===== src/rtl/servo_pkg.sv =====
// Shared types and default constants for the servo motion controller.
package servo_pkg;

  typedef enum logic [1:0] {
    IDLE   = 2'd0,
    MAP    = 2'd1,
    MOVING = 2'd2,
    SETTLE = 2'd3
  } state_t;

  localparam int FRAME_TICKS   = 1000000;  // 20 ms at 50 MHz
  localparam int POS_0         = 50000;    // 1.0 ms pulse = 0 degrees
  localparam int TICKS_PER_DEG = 278;
  localparam int DEG_MAX       = 180;
  localparam int POS_CENTER    = POS_0 + (DEG_MAX / 2) * TICKS_PER_DEG;

endpackage


===== src/rtl/servo_frame_timer.sv =====
// PWM frame timebase: free-running frame counter, boundary/start flags and a
// registered PWM level compared against the width that applies next cycle.
module servo_frame_timer #(
  parameter int FRAME_TICKS = 1000000,
  parameter int W           = 20
) (
  input  logic         clk,
  input  logic         rst,
  input  logic [W-1:0] width,
  output logic         boundary,
  output logic         frame_start,
  output logic         servo
);

  logic [W-1:0] frame_cnt;
  logic [W-1:0] cnt_next;

  assign boundary    = (frame_cnt == W'(FRAME_TICKS - 1));
  assign frame_start = (frame_cnt == '0);
  assign cnt_next    = boundary ? '0 : frame_cnt + 1'b1;

  // Frame counter and glitch-free PWM level aligned with the counter.
  // NOTE: sequential state uses non-blocking assignments so every flop samples
  // pre-edge values and simulation matches the synthesized registers.
  always_ff @(posedge clk) begin
    if (rst) begin
      frame_cnt <= '0;
      servo     <= 1'b0;
    end else begin
      frame_cnt <= cnt_next;
      servo     <= (cnt_next < width);
    end
  end

endmodule


===== src/rtl/servo_motion_ctrl.sv =====
// Command sequencer for one hobby-servo channel: accepts an angle, maps it to
// a pulse width, slews toward it once per frame, settles, then pulses done.
module servo_motion_ctrl #(
  parameter int FRAME_TICKS   = servo_pkg::FRAME_TICKS,
  parameter int POS_0         = servo_pkg::POS_0,
  parameter int TICKS_PER_DEG = servo_pkg::TICKS_PER_DEG,
  parameter int SLEW          = 2780,
  parameter int SETTLE_FRAMES = 10,
  parameter int W             = 20
) (
  input  logic         clk,
  input  logic         rst,
  input  logic         cmd_valid,
  input  logic [7:0]   cmd_deg,
  output logic         cmd_ready,
  output logic         busy,
  output logic         done,
  output logic         frame_start,
  output logic [W-1:0] pulse_width,
  output logic         servo
);

  import servo_pkg::*;

  localparam int POS_CTR = POS_0 + (DEG_MAX / 2) * TICKS_PER_DEG;
  localparam int SC_W    = $clog2(SETTLE_FRAMES + 1);
  localparam logic signed [W:0] SLEW_S = (W + 1)'(SLEW);

  state_t            state, state_next;
  logic [7:0]        deg_lat;
  logic [7:0]        deg_clamped;
  logic [W-1:0]      target;
  logic [W-1:0]      width_next;
  logic [SC_W-1:0]   settle_cnt;
  logic signed [W:0] diff;
  logic              boundary;
  logic              in_reach;
  logic              settle_last;

  assign deg_clamped = (cmd_deg > 8'(DEG_MAX)) ? 8'(DEG_MAX) : cmd_deg;
  assign diff        = $signed({1'b0, target}) - $signed({1'b0, pulse_width});
  assign in_reach    = (diff <= SLEW_S) && (diff >= -SLEW_S);
  assign settle_last = (settle_cnt == SC_W'(SETTLE_FRAMES - 1));

  // Width applied from the next edge on; only moves on a frame boundary.
  // NOTE: every combinational output gets a default first so no latch is inferred.
  always_comb begin
    width_next = pulse_width;
    if (state == MOVING && boundary) begin
      if (in_reach)     width_next = target;
      else if (diff[W]) width_next = pulse_width - W'(SLEW);
      else              width_next = pulse_width + W'(SLEW);
    end
  end

  // State register.
  always_ff @(posedge clk) begin
    if (rst) state <= IDLE;
    else     state <= state_next;
  end

  // Next-state logic.
  always_comb begin
    state_next = state;
    case (state)
      IDLE:    if (cmd_valid)                 state_next = MAP;
      MAP:                                    state_next = MOVING;
      MOVING:  if (boundary && in_reach)      state_next = SETTLE;
      SETTLE:  if (boundary && settle_last)   state_next = IDLE;
      default:                                state_next = IDLE;
    endcase
  end

  // Handshake and status outputs decoded from state.
  always_comb begin
    cmd_ready = (state == IDLE);
    busy      = (state != IDLE);
  end

  // Datapath: latched angle, target, applied width, settle count, done pulse.
  always_ff @(posedge clk) begin
    if (rst) begin
      deg_lat     <= '0;
      target      <= W'(POS_CTR);
      pulse_width <= W'(POS_CTR);
      settle_cnt  <= '0;
      done        <= 1'b0;
    end else begin
      pulse_width <= width_next;
      done        <= (state == SETTLE) && boundary && settle_last;
      case (state)
        IDLE:    if (cmd_valid) deg_lat <= deg_clamped;
        MAP:     target <= W'(POS_0) + W'(deg_lat) * W'(TICKS_PER_DEG);
        MOVING:  if (boundary && in_reach) settle_cnt <= '0;
        SETTLE:  if (boundary) settle_cnt <= settle_cnt + 1'b1;
        default: ;
      endcase
    end
  end

  servo_frame_timer #(
    .FRAME_TICKS (FRAME_TICKS),
    .W           (W)
  ) u_timer (
    .clk         (clk),
    .rst         (rst),
    .width       (width_next),
    .boundary    (boundary),
    .frame_start (frame_start),
    .servo       (servo)
  );

endmodule


===== config.mk =====
export PLATFORM = sky130hd
export DESIGN_NAME = servo_motion_ctrl
export DESIGN_NICKNAME = d
export VERILOG_FILES = /design/src/rtl/servo_pkg.sv /design/src/rtl/servo_frame_timer.sv /design/src/rtl/servo_motion_ctrl.sv
export SDC_FILE = /design/constraint.sdc
export NUM_CORES = 1
export LEC_CHECK = 0
export CAP_MARGIN = 15
export CORE_MARGIN = 4
export CORE_UTILIZATION = 62
export CTS_BUF_LIST = sky130_fd_sc_hd__clkbuf_8
export DETAILED_ROUTE_END_ITERATION = 7
export PLACE_DENSITY = 0.82
export SKIP_LAST_GASP = 1
export SYNTH_ARGS = -nofsm -noshare
export SYNTH_HDL_FRONTEND = slang
export SYNTH_SLANG_ARGS = --single-unit

===== constraint.sdc =====
create_clock -name clk -period 20 [get_ports clk]
set_input_delay 3 -clock clk [delete_from_list [all_inputs] [get_ports clk]]
set_output_delay 3 -clock clk [all_outputs]
set_load 0.05 [all_outputs]

==> results of run 1 <==
-- routing by layer --
layer / GRT usage / share of wire
met5: 0 / 0
met4: 0.0696 / 0.015
met3: 0.0449 / 0.064
met2: 0.410 / 0.44
met1: 0.398 / 0.48
-- path summary, 6_finish.rpt --
| kind | startpoint | to | slack (ps) |
|---|---|---|---|
| worst max-delay path | pulse_width[10] | u_timer.servo | 12770 |
| worst min-delay path | target[4] | target[4] | 510 |
| worst max register to register | pulse_width[10] | u_timer.servo | 12770 |
| worst min register to register | target[4] | target[4] | 510 |
-- cell usage in the layout, fill, tap and decap left out, types with 15 or more instances in the layout --
cell type,count
nor3_1,30
inv_1,77
dfxtp_1,73
nand2_1,78
and2_1,18
xnor2_1,43
clkdlybuf4s50_1,34
a211oi_1,16
nor2_1,77
mux2i_1,24
a31oi_1,15
a21oi_1,65
nand3_1,26
o21ai_0,36
ha_1,90
and3_1,18
-- cell type report --
type / count / share of cell area
Sequential cell: 73 / 0.187
Inverter: 78 / 0.0375
Tap cell: 143 / 0.0229
Timing Repair Buffer: 38 / 0.0471
Clock inverter: 5 / 0.00993
Multi-Input combinational cell: 738 / 0.676
Clock buffer: 11 / 0.0194
-- Yosys cell counts (18+ instances only) --
master	n	area share
ha_1	90	0.16
nand2_1	78	0.041
inv_1	77	0.040
nor2_1	77	0.040
dfxtp_1	73	0.20
a21oi_1	65	0.045
xnor2_1	43	0.052
o21ai_0	36	0.025
clkbuf_1	30	0.016
nor3_1	30	0.021
nand3_1	26	0.018
mux2i_1	24	0.033
and2_1	18	0.016
and3_1	18	0.016
-- kinds of logic (layout without fill, tap and decap cells) --
kind of cell               count (synthesis)  count (layout)
AOI/OAI and AO/OA                        235             235
xor gates and xnor gates                  57              57
adders and majority gates                 99              99
buffers and inverters                    117             132
DFF                                       73              73
muxes                                     32              32
and+or+nand+nor                          315             315
-- sequential cells by signal (all words and copies together) (netlist names) --
register,flops
deg_lat,8
done,1
pulse_width,20
settle_cnt,4
state,2
target,17
u_timer.frame_cnt,20
u_timer.servo,1
-- critical path: cells and delay by family (launching register included) --
family          cells  cell delay, ps
mux                 2             480
flops               1             540
fa+ha+maj           3            1240
simple gates        8            1960
buf+inv             2             550
compound gates     13            2390
-- where the power goes --
part           switching (mW)  leakage, nW  internal [mW]
combinational           0.544         2.66          0.396
sequential             0.0265        0.593          0.163
clock                  0.0566        0.115         0.0766
total                   0.627         3.37          0.636
==> impl_metrics.tcl, run 1 <==
set metrics [dict create \
    status "completed" \
    n_fill_cell 949 \
    drt_wl_total_mm 17.7 \
    drc 0 \
    netlist_area_um2 7190 \
    drtIter0Drc 643 \
    ant_nets 0 \
    worstMarginPinSlew_ps 986 \
    root_buffer "clkbuf_8" \
    syn_nets 1037 \
    dieWidth_um 116 \
    clockBufferDepth 2 \
    num_antenna_cells 0 \
    dp_hpwl_mm 13.4 \
    critPathMaxFanout 22 \
    skew_ps 12.2 \
    grt_antenna_before_repair 0 \
    cts_sinks 73 \
    leakagePower_nw 3.37 \
    first_pass_iters 5 \
    chipHeight_um 116 \
    fp.coreArea_um2 11400 \
    period_share 0.361 \
    layout.nets 1047 \
    netlist_instances 928 \
    cp_slowest_cell "nand2_1" \
    numCtsBuffers 9 \
    timing.hold.ws_ps 512 \
    multi_input_area_um2 5280 \
    grtUsageTotal 0.270 \
    area.growth.synth_to_final_pct 8.65 \
    ff2ff_path_depth 28 \
    drv_slew 0 \
    placedCellCount 1070 \
    cts_tree "yes" \
    postCtsHoldBufs 0 \
    synth-xor-area-share 0.0695 \
    ys.flop_type "dfxtp_1" \
    required_ps 20290 \
    worstSetupPathType "flop to flop" \
    ys_types 75 \
    wl_per_cell_um 16.3 \
    dp_slack_ps 12910 \
    powerDensity_nw_per_um2 162 \
    vias 6719 \
    final_area_um2 7810 \
    ctsHtreeMaxLevel 3 \
    dieArea_um2 13400 \
    hold_class "flop to flop" \
    grt_first_pass_wirelength_mm 29.5 \
    io_buffers 35 \
    insertion_delay_ps 360 \
    crit_arrival_ps 7520 \
    place_area_um2 7580 \
    yosys.area_share.simple 0.215 \
    muxShareOfSynthArea 0.0460 \
    vias_per_cell 6.19 \
    setup_viol 0 \
    cp-start-kind "flop" \
    max_freq_mhz 138 \
    finalWorstSetupSlack_ps 12770 \
    synth_area_per_cell_um2 7.75 \
    cap_violations 0 \
    synth-seq-area-share 0.203 \
    rsz0062_at_grt "false" \
    hold_violations 0 \
    fin_crit_ps 7230 \
    start_util 0.632 \
    overflow 0 \
    synthArstFlopShare 0 \
    synth_seq_cells 73 \
    critPathCaptureType "flop" \
    finalNonFillerCells 1086 \
    cts_resized 0 \
    holdPathStages 2 \
    row_count 39 \
    clk_pin_slew_ps 80 \
    relSlewSlack 0.343 \
    synth-compound-area-share 0.224 \
    fin_tns_setup_ps 0 \
    grt_max_degree 50 \
    synth_edf_count 0 \
    ff_latch_area_um2 1460 \
    place_congestion 0.961 \
    drive_gt1_frac 0.0456 \
    fin_util 0.687 \
    ir_worst_vdd_uv 121 \
    synth-adder-area-share 0.181 \
    post_cts_buffers 0 \
    first_global_vias 6076 \
    finalPower_mw 1.26 \
    synth_top_family_by_area "compound AO/OA/AOI/OAI gates" \
    max_stage_delay_ps 590 \
    ys_warn_count 0 \
    pin_count 36 \
]
No activity file was read; power rests on OpenSTA's default activity.
==> run 2, diff against run 1 <==
==> constraint.sdc (replaced) <==
create_clock -name clk -period 7.4 [get_ports clk]
set_input_delay 1.11 -clock clk [delete_from_list [all_inputs] [get_ports clk]]
set_output_delay 1.11 -clock clk [all_outputs]
set_load 0.05 [all_outputs]
==> run 2 against run 1 <==
Compared with the run above: sequential share of layout area about the same; power rose to 2.7 times the previous value; via count up 0.24%; clock-buffer cell count down 1; routed wire length down 0.82%; die area unchanged.
==> impl_metrics.tcl, run 2 (synthesized netlist as in run 1, its figures left out) <==
set metrics [dict create \
    status "completed" \
    fin_util 0.688 \
    pin_count 36 \
    overflow 0 \
    cts_sinks 73 \
    finalWorstSetupSlack_ps 967 \
    leakagePower_nw 3.37 \
    worstMarginPinSlew_ps 982 \
    area.growth.synth_to_final_pct 8.76 \
    dp_slack_ps 1050 \
    top_layer_used "met4" \
    hold_violations 0 \
    clockBufferDepth 2 \
    max_freq_mhz 155 \
    met1Wirelength_mm 8.41 \
    drc 0 \
    cts_tree "yes" \
    insertion_delay_ps 360 \
    io_buffers 35 \
    crit_arrival_ps 6720 \
    cts_resized 0 \
    place_congestion 0.949 \
    cp-start-kind "flop" \
    post_cts_buffers 0 \
    clk_pin_slew_ps 80 \
    numCtsBuffers 9 \
    required_ps 7680 \
    drtIter0Drc 591 \
    cap_violations 0 \
    vias_per_cell 6.19 \
    wl_per_cell_um 16.2 \
    critPathMaxFanout 21 \
    skew_ps 9.47 \
    layout_commonest_cell "ha_1" \
    grtUsageTotal 0.265 \
    critPathCaptureType "flop" \
    setup_viol 0 \
    fin_tns_setup_ps 0 \
    powerDensity_nw_per_um2 436 \
    chipHeight_um 116 \
    placedCellCount 1072 \
    mostFrequentLayoutCells "90 x ha_1, 79 x inv_1, 78 x nand2_1" \
    max_stage_delay_ps 520 \
    drive_gt1_frac 0.0455 \
    timing.hold.ws_ps 510 \
    relSlewSlack 0.345 \
    ctsHtreeMaxLevel 3 \
    fin_crit_ps 6430 \
    layout.nets 1049 \
    dp_hpwl_mm 13.4 \
    worstSetupPathType "flop to flop" \
    ir_worst_vdd_uv 386 \
    hold_class "flop to flop" \
    finalNonFillerCells 1088 \
    root_buffer "clkbuf_8" \
    finalPower_mw 3.41 \
    period_share 0.869 \
    wl_met2_mm 7.67 \
    fp.coreArea_um2 11400 \
    dieArea_um2 13400 \
    dieWidth_um 116 \
    row_count 39 \
    start_util 0.632 \
    num_antenna_cells 0 \
    place_area_um2 7600 \
    first_pass_iters 5 \
    postCtsHoldBufs 0 \
    rsz0062_at_grt "false" \
    dr_wl_met3_mm 1.07 \
    grt_first_pass_wirelength_mm 28.8 \
    first_global_vias 5957 \
    vias 6735 \
    largestRegisters "pulse_width (20), u_timer.frame_cnt (20), target (17)" \
    drt_wl_total_mm 17.6 \
    grt_antenna_before_repair 0 \
    cp_slowest_cell "dfxtp_1" \
    final_area_um2 7820 \
    grt_max_degree 50 \
    drv_slew 0 \
    ant_nets 0 \
]
run 2: cell type report:
cell class | instances | area [um^2]
multi-input cells | 738 | 5280
repair buffers | 40 | 383
clock buffers | 10 | 138
well taps | 143 | 179
fillers | 974 | 3550
clock inverters | 6 | 83.8
flip-flops and latches | 73 | 1460
inverters | 78 | 293
run 2: final timing paths:
kind / cells past startpoint / slack (ps) / startpoint / endpoint
worst max-delay path: 28 / 970 / pulse_width[10] / u_timer.servo
worst min-delay path: 2 / 510 / target[4] / target[4]
worst max register to register: 28 / 970 / pulse_width[10] / u_timer.servo
worst min register to register: 2 / 510 / target[4] / target[4]
run 2: worst max-delay path, delay by kind of cell (launching register included):
kind | cells | cell delay (ps)
buffers and inverters | 2 | 360
muxes | 2 | 490
DFF | 1 | 520
adders and majority gates | 3 | 1180
and+or+nand+nor | 8 | 1440
AOI/OAI and AO/OA | 13 | 2360
run 2: metal layers:
layer,GRT usage,up-vias
met3,0.0355,30
met5,0,-
met4,0.101,0
met1,0.388,3119
met2,0.397,209
li1,-,3377
run 2: power breakdown:
part           leakage, nW  switching [mW]  total (mW)  internal, mW
logic                 2.67            1.46        2.55          1.08
registers            0.593          0.0721       0.513         0.441
clock network        0.115           0.150       0.348         0.197
==> run 3, diff against run 2 <==
--- a/config.mk
+++ b/config.mk
@@ -8,7 +8,7 @@
 export CAP_MARGIN = 15
 export CORE_MARGIN = 4
 export CORE_UTILIZATION = 62
-export CTS_BUF_LIST = sky130_fd_sc_hd__clkbuf_8
+export CTS_BUF_LIST = sky130_fd_sc_hd__clkbuf_4 sky130_fd_sc_hd__clkbuf_8 sky130_fd_sc_hd__clkbuf_16
 export DETAILED_ROUTE_END_ITERATION = 7
 export PLACE_DENSITY = 0.82
 export SKIP_LAST_GASP = 1
==> constraint.sdc (replaced) <==
create_clock -name clk -period 7.9 [get_ports clk]
set_input_delay 1.185 -clock clk [delete_from_list [all_inputs] [get_ports clk]]
set_output_delay 1.185 -clock clk [all_outputs]
set_load 0.05 [all_outputs]
==> run 3 against run 2 <==
Compared with the run above: power hardly changed; clock skew decreased by 4.6 ps; cell area grew 1.9%; register-to-register slack improved by 230 ps; highest routed layer unchanged.
==> impl_metrics.tcl, run 3 (synthesized netlist as in run 1, its figures left out) <==
set metrics [dict create \
    fp.coreArea_um2 11400 \
    wl_per_cell_um 16.6 \
    layout.nets 1048 \
    status "completed" \
    max_freq_mhz 149 \
    pwr-share-seq 0.142 \
    overflow 0 \
    fin_crit_ps 6710 \
    required_ps 8170 \
    setup_viol 0 \
    drv_slew 0 \
    crit_arrival_ps 6970 \
    cp_slowest_cell "dfxtp_1" \
    root_buffer "clkbuf_16" \
    swShare 0.475 \
    cap_violations 0 \
    ff_latch_area_um2 1460 \
    max_stage_delay_ps 520 \
    n_fill_cell 918 \
    vias 6760 \
    layout_commonest_cell "ha_1" \
    clockBufferDepth 2 \
    rsz0062_at_grt "false" \
    dieArea_um2 13400 \
    hold_violations 0 \
    cp-start-kind "flop" \
    drtIter0Drc 509 \
    first_pass_iters 4 \
    first_global_vias 6129 \
    grt_max_degree 50 \
    dieWidth_um 116 \
    worstSetupPathType "flop to flop" \
    cts_resized 0 \
    num_antenna_cells 0 \
    area.growth.synth_to_final_pct 10.8 \
    critPathMaxFanout 22 \
    p_comb_frac 0.708 \
    ctsHtreeMaxLevel 3 \
    critPathCaptureType "flop" \
    skew_ps 4.89 \
    postCtsHoldBufs 0 \
    ir_worst_vdd_uv 366 \
    worstMarginPinSlew_ps 959 \
    drc 0 \
    fin_tns_setup_ps 0 \
    period_share 0.849 \
    cts_tree "yes" \
    grtUsageTotal 0.273 \
    ant_nets 0 \
    powerDensity_nw_per_um2 428 \
    drt_wl_total_mm 18.0 \
    leakagePower_nw 3.44 \
    vias_per_cell 6.22 \
    place_congestion 0.942 \
    grt_antenna_before_repair 0 \
    clk_pin_slew_ps 60 \
    chipHeight_um 116 \
    grt_first_pass_wirelength_mm 29.7 \
    internal_power_mw 1.79 \
    insertion_delay_ps 330 \
    start_util 0.632 \
    row_count 39 \
    multi_input_area_um2 5280 \
    pin_count 36 \
    hold_class "flop to flop" \
    largestRegisters "pulse_width (20), u_timer.frame_cnt (20), target (17)" \
    drive_gt1_frac 0.0466 \
    cts_sinks 73 \
    numCtsBuffers 9 \
    clkPwrFrac 0.150 \
    dp_hpwl_mm 13.5 \
    post_cts_buffers 0 \
    relSlewSlack 0.360 \
    p_sw_mw 1.62 \
    io_buffers 35 \
    mostFrequentLayoutCells "90 x ha_1, 78 x nand2_1, 77 x inv_1, 77 x nor2_1, 73 x dfxtp_1" \
    finalPower_mw 3.41 \
]
## run 3: cell types whose count changed in the layout (fill, tap and decap cells not counted), sizes merged
cell,before,now
clkinvlp,1,0
clkbuf,10,11
inv,80,78
buf,6,5
bufinv,2,4
## run 3: power groups by stage
stage                     Sequential [mW]  Combinational (mW)  Clock, mW
after floorplan                     0.452                1.95          0
after global routing                0.485                2.67      0.530
after global placement              0.488                2.32          0
after detailed placement            0.488                2.35          0
final                               0.483                2.41      0.513
after CTS                           0.480                2.38      0.517
## run 3: final cells by class
type / instances / area share
multi-input cells: 738 / 0.663
clock buffers: 11 / 0.0317
repair buffers: 39 / 0.0471
inverters: 78 / 0.0368
clock inverters: 5 / 0.0157
well taps: 143 / 0.0225
flip-flops and latches: 73 / 0.183
## run 3: path summary, 6_finish.rpt
| check | from | to | slack (ps) | cells past startpoint |
|---|---|---|---|---|
| max | pulse_width[10] | u_timer.servo | 1190 | 29 |
| max reg2reg | pulse_width[10] | u_timer.servo | 1190 | 29 |
| min reg2reg | target[4] | target[4] | 510 | 2 |
| min | target[4] | target[4] | 510 | 2 |
## run 3: worst max-delay path: cells and delay by family (launching register included)
kind,cells,cell delay [ps]
AO/OA/AOI/OAI,13,2350
AND/OR/NAND/NOR,8,1400
adder cells (fa/ha/maj),3,1190
buffers and inverters,3,660
flip-flops,1,520
multiplexers,2,500
## run 3: per-stage QoR
step                      area, um^2  cells  utilization  hold slack, ps  setup WS [ps]
after floorplan                 7190    928            -             457           1120
after CTS                       7970   1087        0.701             515           1280
after global routing            7970   1087        0.701             563            696
after detailed placement        7590   1071        0.667             507           1320
final                           7970   1087        0.701             514           1190
after global placement          7590   1071        0.667             501           1430
## run 3: metal layers
layer	up-vias	GRT usage	wire [um]
met3	40	0.0522	1120
met5	-	0	0
met1	3155	0.391	8410
met2	191	0.412	7950
met4	0	0.0967	518
li1	3374	-	-
